**config.mk**
```make
export PLATFORM = sky130hd
export DESIGN_NAME = i2s_tx_flat
export DESIGN_NICKNAME = d
export VERILOG_FILES = /design/src/rtl/audio_pkg.sv /design/src/rtl/i2s_tx_if.sv /design/src/rtl/i2s_clock_gen.sv /design/src/rtl/i2s_tx.sv /design/src/flat_wrapper.sv
export SDC_FILE = /design/constraint.sdc
export NUM_CORES = 1
export LEC_CHECK = 0
export BUFFER_PORTS_ARGS = -buffer_cell sky130_fd_sc_hd__buf_4
export CORE_MARGIN = 8
export CORE_UTILIZATION = 45
export CTS_CLUSTER_SIZE = 24
export DETAILED_ROUTE_END_ITERATION = 8
export GPL_ROUTABILITY_DRIVEN = 1
export PLACE_DENSITY_LB_ADDON = 0.25
export SYNTH_ARGS = -nofsm -noshare
export SYNTH_HDL_FRONTEND = slang
export SYNTH_SLANG_ARGS = --single-unit
```
**constraint.sdc**
```tcl
create_clock -name clk -period 1.9 [get_ports clk]
set_input_delay 0.19 -clock clk [delete_from_list [all_inputs] [get_ports clk]]
set_output_delay 0.19 -clock clk [all_outputs]
set_load 0.005 [all_outputs]
```
**src/rtl/audio_pkg.sv**
```systemverilog
// Shared audio constants: default sample width, clock-divider bit positions, frame geometry.
package audio_pkg;

    localparam int unsigned DATA_WIDTH_DEF = 24;
    localparam int unsigned MCLK_BIT_DEF   = 1;
    localparam int unsigned SCLK_BIT_DEF   = 4;
    localparam int unsigned LRCK_BIT_DEF   = 10;

    localparam int unsigned SLOT_W  = 32;
    localparam int unsigned FRAME_W = 2 * SLOT_W;

    typedef logic [FRAME_W-1:0] frame_t;

endpackage

```
**src/rtl/i2s_tx_if.sv**
```systemverilog
// Stereo sample stream: one left/right pair per valid/ready handshake.
interface i2s_tx_if #(
    parameter int unsigned DATA_WIDTH = audio_pkg::DATA_WIDTH_DEF
);

    logic                  s_valid;
    logic                  s_ready;
    logic [DATA_WIDTH-1:0] s_left;
    logic [DATA_WIDTH-1:0] s_right;

    modport master (
        output s_valid,
        output s_left,
        output s_right,
        input  s_ready
    );

    modport slave (
        input  s_valid,
        input  s_left,
        input  s_right,
        output s_ready
    );

endinterface

```
**src/rtl/i2s_clock_gen.sv**
```systemverilog
// Free-running divider producing registered mclk/sclk/lrck plus bit and frame strobes.
module i2s_clock_gen
    import audio_pkg::*;
#(
    parameter int unsigned MCLK_BIT = MCLK_BIT_DEF,
    parameter int unsigned SCLK_BIT = SCLK_BIT_DEF,
    parameter int unsigned LRCK_BIT = LRCK_BIT_DEF
) (
    input  logic clk,
    input  logic reset,
    output logic mclk,
    output logic sclk,
    output logic lrck,
    output logic bit_tick,
    output logic frame_tick
);

    localparam int unsigned CNT_W = LRCK_BIT + 1;

    if (SCLK_BIT <= MCLK_BIT || LRCK_BIT != SCLK_BIT + 6) begin : g_bad_param
        $error("i2s_clock_gen: invalid counter bit positions");
    end

    logic [CNT_W-1:0] cnt;
    logic [CNT_W-1:0] cnt_nxt;

    assign cnt_nxt = cnt + CNT_W'(1);

    // Clock outputs are loaded from the next count so they track cnt exactly.
    always_ff @(posedge clk) begin
        if (reset) begin
            cnt  <= '0;
            mclk <= 1'b0;
            sclk <= 1'b0;
            lrck <= 1'b0;
        end else begin
            cnt  <= cnt_nxt;
            mclk <= cnt_nxt[MCLK_BIT];
            sclk <= cnt_nxt[SCLK_BIT];
            lrck <= cnt_nxt[LRCK_BIT];
        end
    end

    // Strobes mark the cycle before the sclk falling edge and the frame wrap.
    assign bit_tick   = &cnt[SCLK_BIT:0];
    assign frame_tick = &cnt;

endmodule

```
**src/rtl/i2s_tx.sv**
```systemverilog
// I2S transmitter: one-deep sample buffer feeding a 64-bit frame serializer.
module i2s_tx
    import audio_pkg::*;
#(
    parameter int unsigned DATA_WIDTH = DATA_WIDTH_DEF,
    parameter int unsigned MCLK_BIT   = MCLK_BIT_DEF,
    parameter int unsigned SCLK_BIT   = SCLK_BIT_DEF,
    parameter int unsigned LRCK_BIT   = LRCK_BIT_DEF
) (
    input  logic       clk,
    input  logic       reset,
    i2s_tx_if.slave    bus,
    output logic       mclk,
    output logic       sclk,
    output logic       lrck,
    output logic       sdout,
    output logic       underrun
);

    localparam int unsigned PAD = SLOT_W - 1 - DATA_WIDTH;

    if (DATA_WIDTH < 1 || DATA_WIDTH > SLOT_W - 1) begin : g_bad_width
        $error("i2s_tx: DATA_WIDTH out of range");
    end

    logic bit_tick;
    logic frame_tick;

    i2s_clock_gen #(
        .MCLK_BIT (MCLK_BIT),
        .SCLK_BIT (SCLK_BIT),
        .LRCK_BIT (LRCK_BIT)
    ) u_clock_gen (
        .clk        (clk),
        .reset      (reset),
        .mclk       (mclk),
        .sclk       (sclk),
        .lrck       (lrck),
        .bit_tick   (bit_tick),
        .frame_tick (frame_tick)
    );

    // Each slot: a leading 0 (one-sclk I2S delay), the sample MSB-first, then zero pad.
    function automatic frame_t frame_image(input logic [DATA_WIDTH-1:0] l,
                                           input logic [DATA_WIDTH-1:0] r);
        logic [SLOT_W-1:0] ls;
        logic [SLOT_W-1:0] rs;
        ls = SLOT_W'({1'b0, l}) << PAD;
        rs = SLOT_W'({1'b0, r}) << PAD;
        return {ls, rs};
    endfunction

    logic                  pend_full;
    logic                  pend_full_nxt;
    logic [DATA_WIDTH-1:0] pend_l;
    logic [DATA_WIDTH-1:0] pend_l_nxt;
    logic [DATA_WIDTH-1:0] pend_r;
    logic [DATA_WIDTH-1:0] pend_r_nxt;
    frame_t                shift;
    frame_t                shift_nxt;
    frame_t                load_img;
    logic                  sdout_nxt;
    logic                  underrun_nxt;
    logic                  handshake;

    assign handshake = bus.s_valid & bus.s_ready;

    // Next-state: frame load priority is pending pair, then bypass, then silence.
    always_comb begin
        pend_full_nxt = pend_full;
        pend_l_nxt    = pend_l;
        pend_r_nxt    = pend_r;
        shift_nxt     = shift;
        sdout_nxt     = sdout;
        underrun_nxt  = 1'b0;
        load_img      = '0;

        if (frame_tick) begin
            if (pend_full) begin
                load_img      = frame_image(pend_l, pend_r);
                pend_full_nxt = 1'b0;
            end else if (handshake) begin
                load_img = frame_image(bus.s_left, bus.s_right);
            end else begin
                underrun_nxt = 1'b1;
            end
            sdout_nxt = load_img[FRAME_W-1];
            shift_nxt = {load_img[FRAME_W-2:0], 1'b0};
        end else if (bit_tick) begin
            sdout_nxt = shift[FRAME_W-1];
            shift_nxt = {shift[FRAME_W-2:0], 1'b0};
        end

        if (handshake && !frame_tick) begin
            pend_full_nxt = 1'b1;
            pend_l_nxt    = bus.s_left;
            pend_r_nxt    = bus.s_right;
        end
    end

    always_ff @(posedge clk) begin
        if (reset) begin
            pend_full   <= 1'b0;
            pend_l      <= '0;
            pend_r      <= '0;
            shift       <= '0;
            sdout       <= 1'b0;
            underrun    <= 1'b0;
            bus.s_ready <= 1'b0;
        end else begin
            pend_full   <= pend_full_nxt;
            pend_l      <= pend_l_nxt;
            pend_r      <= pend_r_nxt;
            shift       <= shift_nxt;
            sdout       <= sdout_nxt;
            underrun    <= underrun_nxt;
            bus.s_ready <= ~pend_full_nxt;
        end
    end

endmodule

```
**src/flat_wrapper.sv**
```systemverilog
// flat-port wrapper written by rule: the top's interface ports become plain ports
module i2s_tx_flat import audio_pkg::*;
#(
    parameter int unsigned DATA_WIDTH = DATA_WIDTH_DEF,
    parameter int unsigned MCLK_BIT   = MCLK_BIT_DEF,
    parameter int unsigned SCLK_BIT   = SCLK_BIT_DEF,
    parameter int unsigned LRCK_BIT   = LRCK_BIT_DEF
)
  (clk, reset, mclk, sclk, lrck, sdout, underrun, bus_s_valid, bus_s_left, bus_s_right, bus_s_ready);
  i2s_tx_if #(.DATA_WIDTH(DATA_WIDTH)) bus_i ();
  input  logic clk;
  input  logic reset;
  output logic mclk;
  output logic sclk;
  output logic lrck;
  output logic sdout;
  output logic underrun;
  input wire logic [$bits(bus_i.s_valid)-1:0] bus_s_valid;
  input wire logic [$bits(bus_i.s_left)-1:0] bus_s_left;
  input wire logic [$bits(bus_i.s_right)-1:0] bus_s_right;
  output wire logic [$bits(bus_i.s_ready)-1:0] bus_s_ready;
  assign bus_i.s_valid = bus_s_valid;
  assign bus_i.s_left = bus_s_left;
  assign bus_i.s_right = bus_s_right;
  assign bus_s_ready = bus_i.s_ready;
  i2s_tx #(.DATA_WIDTH(DATA_WIDTH), .MCLK_BIT(MCLK_BIT), .SCLK_BIT(SCLK_BIT), .LRCK_BIT(LRCK_BIT)) u_core (.clk(clk), .reset(reset), .bus(bus_i), .mclk(mclk), .sclk(sclk), .lrck(lrck), .sdout(sdout), .underrun(underrun));
endmodule
```
==> impl_metrics.tcl <==
set metrics [dict create \
    crit_required_ns 2.16 \
    synthesis.nets 529 \
    area_growth_pct 32.5 \
    drt_wl_total_um 12200 \
    yosys_warnings 0 \
    die_h_um 122 \
    yosysTopAreaCellShare 0.467 \
    drive_gt1_frac 0.211 \
    pre_cts_ws_ns 0.0747 \
    hold_ws_ns 0.0224 \
    gr-total-overflow 0 \
    end_kind "flop" \
    place_area_um2 5660 \
    hpwl_um 7270 \
    final_cell_area_um2 6760 \
    nets 617 \
    cp.arrival_ns 2.06 \
    portBuffers 56 \
    powerDensity_nw_per_um2 923 \
    pin_count 57 \
    cts-root-buf "clkbuf_16" \
    slew_violations 0 \
    clk_latency_ns 0.41 \
    grt_use_total 0.173 \
    ant_nets 0 \
    netlist_top_cells_count "119 x dfxtp_1, 56 x mux2i_1, 52 x nor2b_1" \
    vias_per_cell 5.72 \
    grt_setup_unrepaired "true" \
    syn-cell-area_um2 5100 \
    drt_iter0_drc 255 \
    cts_tree "built" \
    drv_cap 0 \
    clock-sinks 119 \
    critical-path-max-stage-delay_ns 0.38 \
    cp_cell_sequence "ha_1 -> and4_2 -> nand4_4 -> buf_12 -> a221oi_1 -> a211oi_1" \
    grt_pass1_vias 4279 \
    crit_type "flop to flop" \
    finalClockSkew_ns 0.00765 \
    num_vias 4117 \
    hold_viol 0 \
    fin_crit_ns 1.80 \
    synth.distinct_cells 33 \
    cts.htree.levels 4 \
    yosysMostFrequentCell "dfxtp_1" \
    drcViolationCount 0 \
    rows 39 \
    start_util 0.454 \
    synth.top_cells.by_area "dfxtp_1 47%, mux2i_1 11%, a22o_1 8.2%" \
    ir_worst_vdd_mv 0.748 \
    yosysSeqAreaShare 0.467 \
    status "completed" \
    clk_path_buf_depth 2 \
    core_area_um2 11200 \
    avgSynthCellArea_um2 10.7 \
    synthFlopType "dfxtp_1" \
    p_leak_nw 2.51 \
    min_period_over_period 0.949 \
    async_flop_share 0 \
    cts_buffers 17 \
    ys_seq_elements 119 \
    critPathMaxFanout 58 \
    critical_path.startpoint_type "flop" \
    crit_path_top_delay_cell "dfxtp_1" \
    clk_pin_slew_worst_paths_ns 0.06 \
    fin_total_pwr_mw 6.24 \
    die_area_um2 15000 \
    place.gp.congestion 0.741 \
    wl_per_cell_um 17.0 \
    grt_pass1_wl_um 20600 \
    final_core_util 0.602 \
    max_slew_margin 0.615 \
    firstDrtPassIters 4 \
    fmax_ghz 0.555 \
    hold_path_class "primary input to flop" \
    setup_ws_ns 0.0969 \
    grt_max_degree 61 \
    synth_edf_count 0 \
    finalSetupViolations 0 \
    die_x_um 122 \
    antenna_cells 0 \
    yosysTopAreaCell "dfxtp_1" \
    antenna_found_initial 0 \
    tightest_slew_ns 0.577 \
    synth_cells 476 \
]
-- stage by stage --
step / setup TNS, ns / cells
floorplan: 0 / 476
global placement: 0 / 640
detailed placement: 0 / 640
CTS: 0 / 717
global route: -0.103 / 720
finish: 0 / 720
-- worst max-delay path: cells and delay by family, from the launching register on --
| kind | cells | cell delay, ns |
|---|---|---|
| AND/OR/NAND/NOR | 2 | 0.44 |
| buffers and inverters | 1 | 0.22 |
| AO/OA/AOI/OAI | 2 | 0.39 |
| adder cells (fa/ha/maj) | 1 | 0.21 |
| flip-flops | 1 | 0.38 |
-- cell type report --
type	instances	area, µm²
Multi-Input combinational cell	304	2470
Fill cell	943	4470
Timing Repair Buffer	122	1130
Clock inverter	12	126
Clock buffer	20	467
Sequential cell	119	2380
Tap cell	143	179
-- placed cells by master, fill, tap and decap left out, types with 8 or more instances in the layout --
cell type / netlist / routed
nor2b_1: 52 / 52
a211oi_1: 47 / 47
nor2_1: 16 / 16
dlygate4sd3_1: 0 / 45
clkbuf_16: 0 / 17
mux2i_1: 56 / 56
a221oi_1: 47 / 43
dfxtp_1: 119 / 118
a22o_1: 48 / 48
buf_4: 2 / 68
buf_12: 0 / 8
-- kinds of logic after synthesis --
family          after synthesis  share of synthesized area
fa+ha+maj                     2                    0.00491
mux                          56                      0.110
flops                       119                      0.467
buf+inv                      53                     0.0591
simple gates                 91                      0.105
compound gates              147                      0.240
xor+xnor                      8                     0.0137
-- final timing paths --
kind / from / to / slack [ns] / cells past startpoint
min reg2reg: u_core.u_clock_gen.cnt[0]$_SDFF_PP0_ / u_core.u_clock_gen.cnt[0]$_SDFF_PP0_ / 0.48 / 1
min: bus_s_left[7] / u_core.pend_l[7]$_SDFFE_PP0P_ / 0.02 / 2
max reg2reg: u_core.u_clock_gen.cnt[1]$_SDFF_PP0_ / u_core.shift[55]$_SDFFE_PP0P_ / 0.1 / 6
max: u_core.u_clock_gen.cnt[1]$_SDFF_PP0_ / u_core.shift[55]$_SDFFE_PP0P_ / 0.1 / 6
-- registers in the layout, summed over array words and instances, names as in the netlist --
register / flops
u_core.shift: 56
u_core.underrun: 1
u_core.sdout: 1
u_core.u_clock_gen.cnt: 10
u_core.u_clock_gen.lrck: 1
u_core.pend_full: 1
u_core.bus.s_ready: 1
u_core.pend_r: 24
u_core.pend_l: 24
-- power by group --
part	switching [mW]	leakage (nW)	internal, mW
combinational	0.226	1.27	0.240
sequential	0.0388	0.964	2.56
clock	1.15	0.280	2.02
total	1.42	2.51	4.82
-- metal layers --
layer  vias to the layer above  global-route usage  wire length [µm]  share of wire
met5                         -                   0                 0              0
met4                         0              0.0838               210          0.017
met3                        18              0.0492               492          0.040
met2                        82               0.283              5850           0.48
met1                      2015               0.206              5660           0.46
li1                       2002                   -                 -              -
-- repair_timing --
item,in CTS,in global routing
buffers inserted,0,3
gates resized for setup,0,7
endpoints found under the hold margin,45,0
endpoints found under the setup margin,0,66
hold buffers,45,0
(Power assumes the default switching activity.)
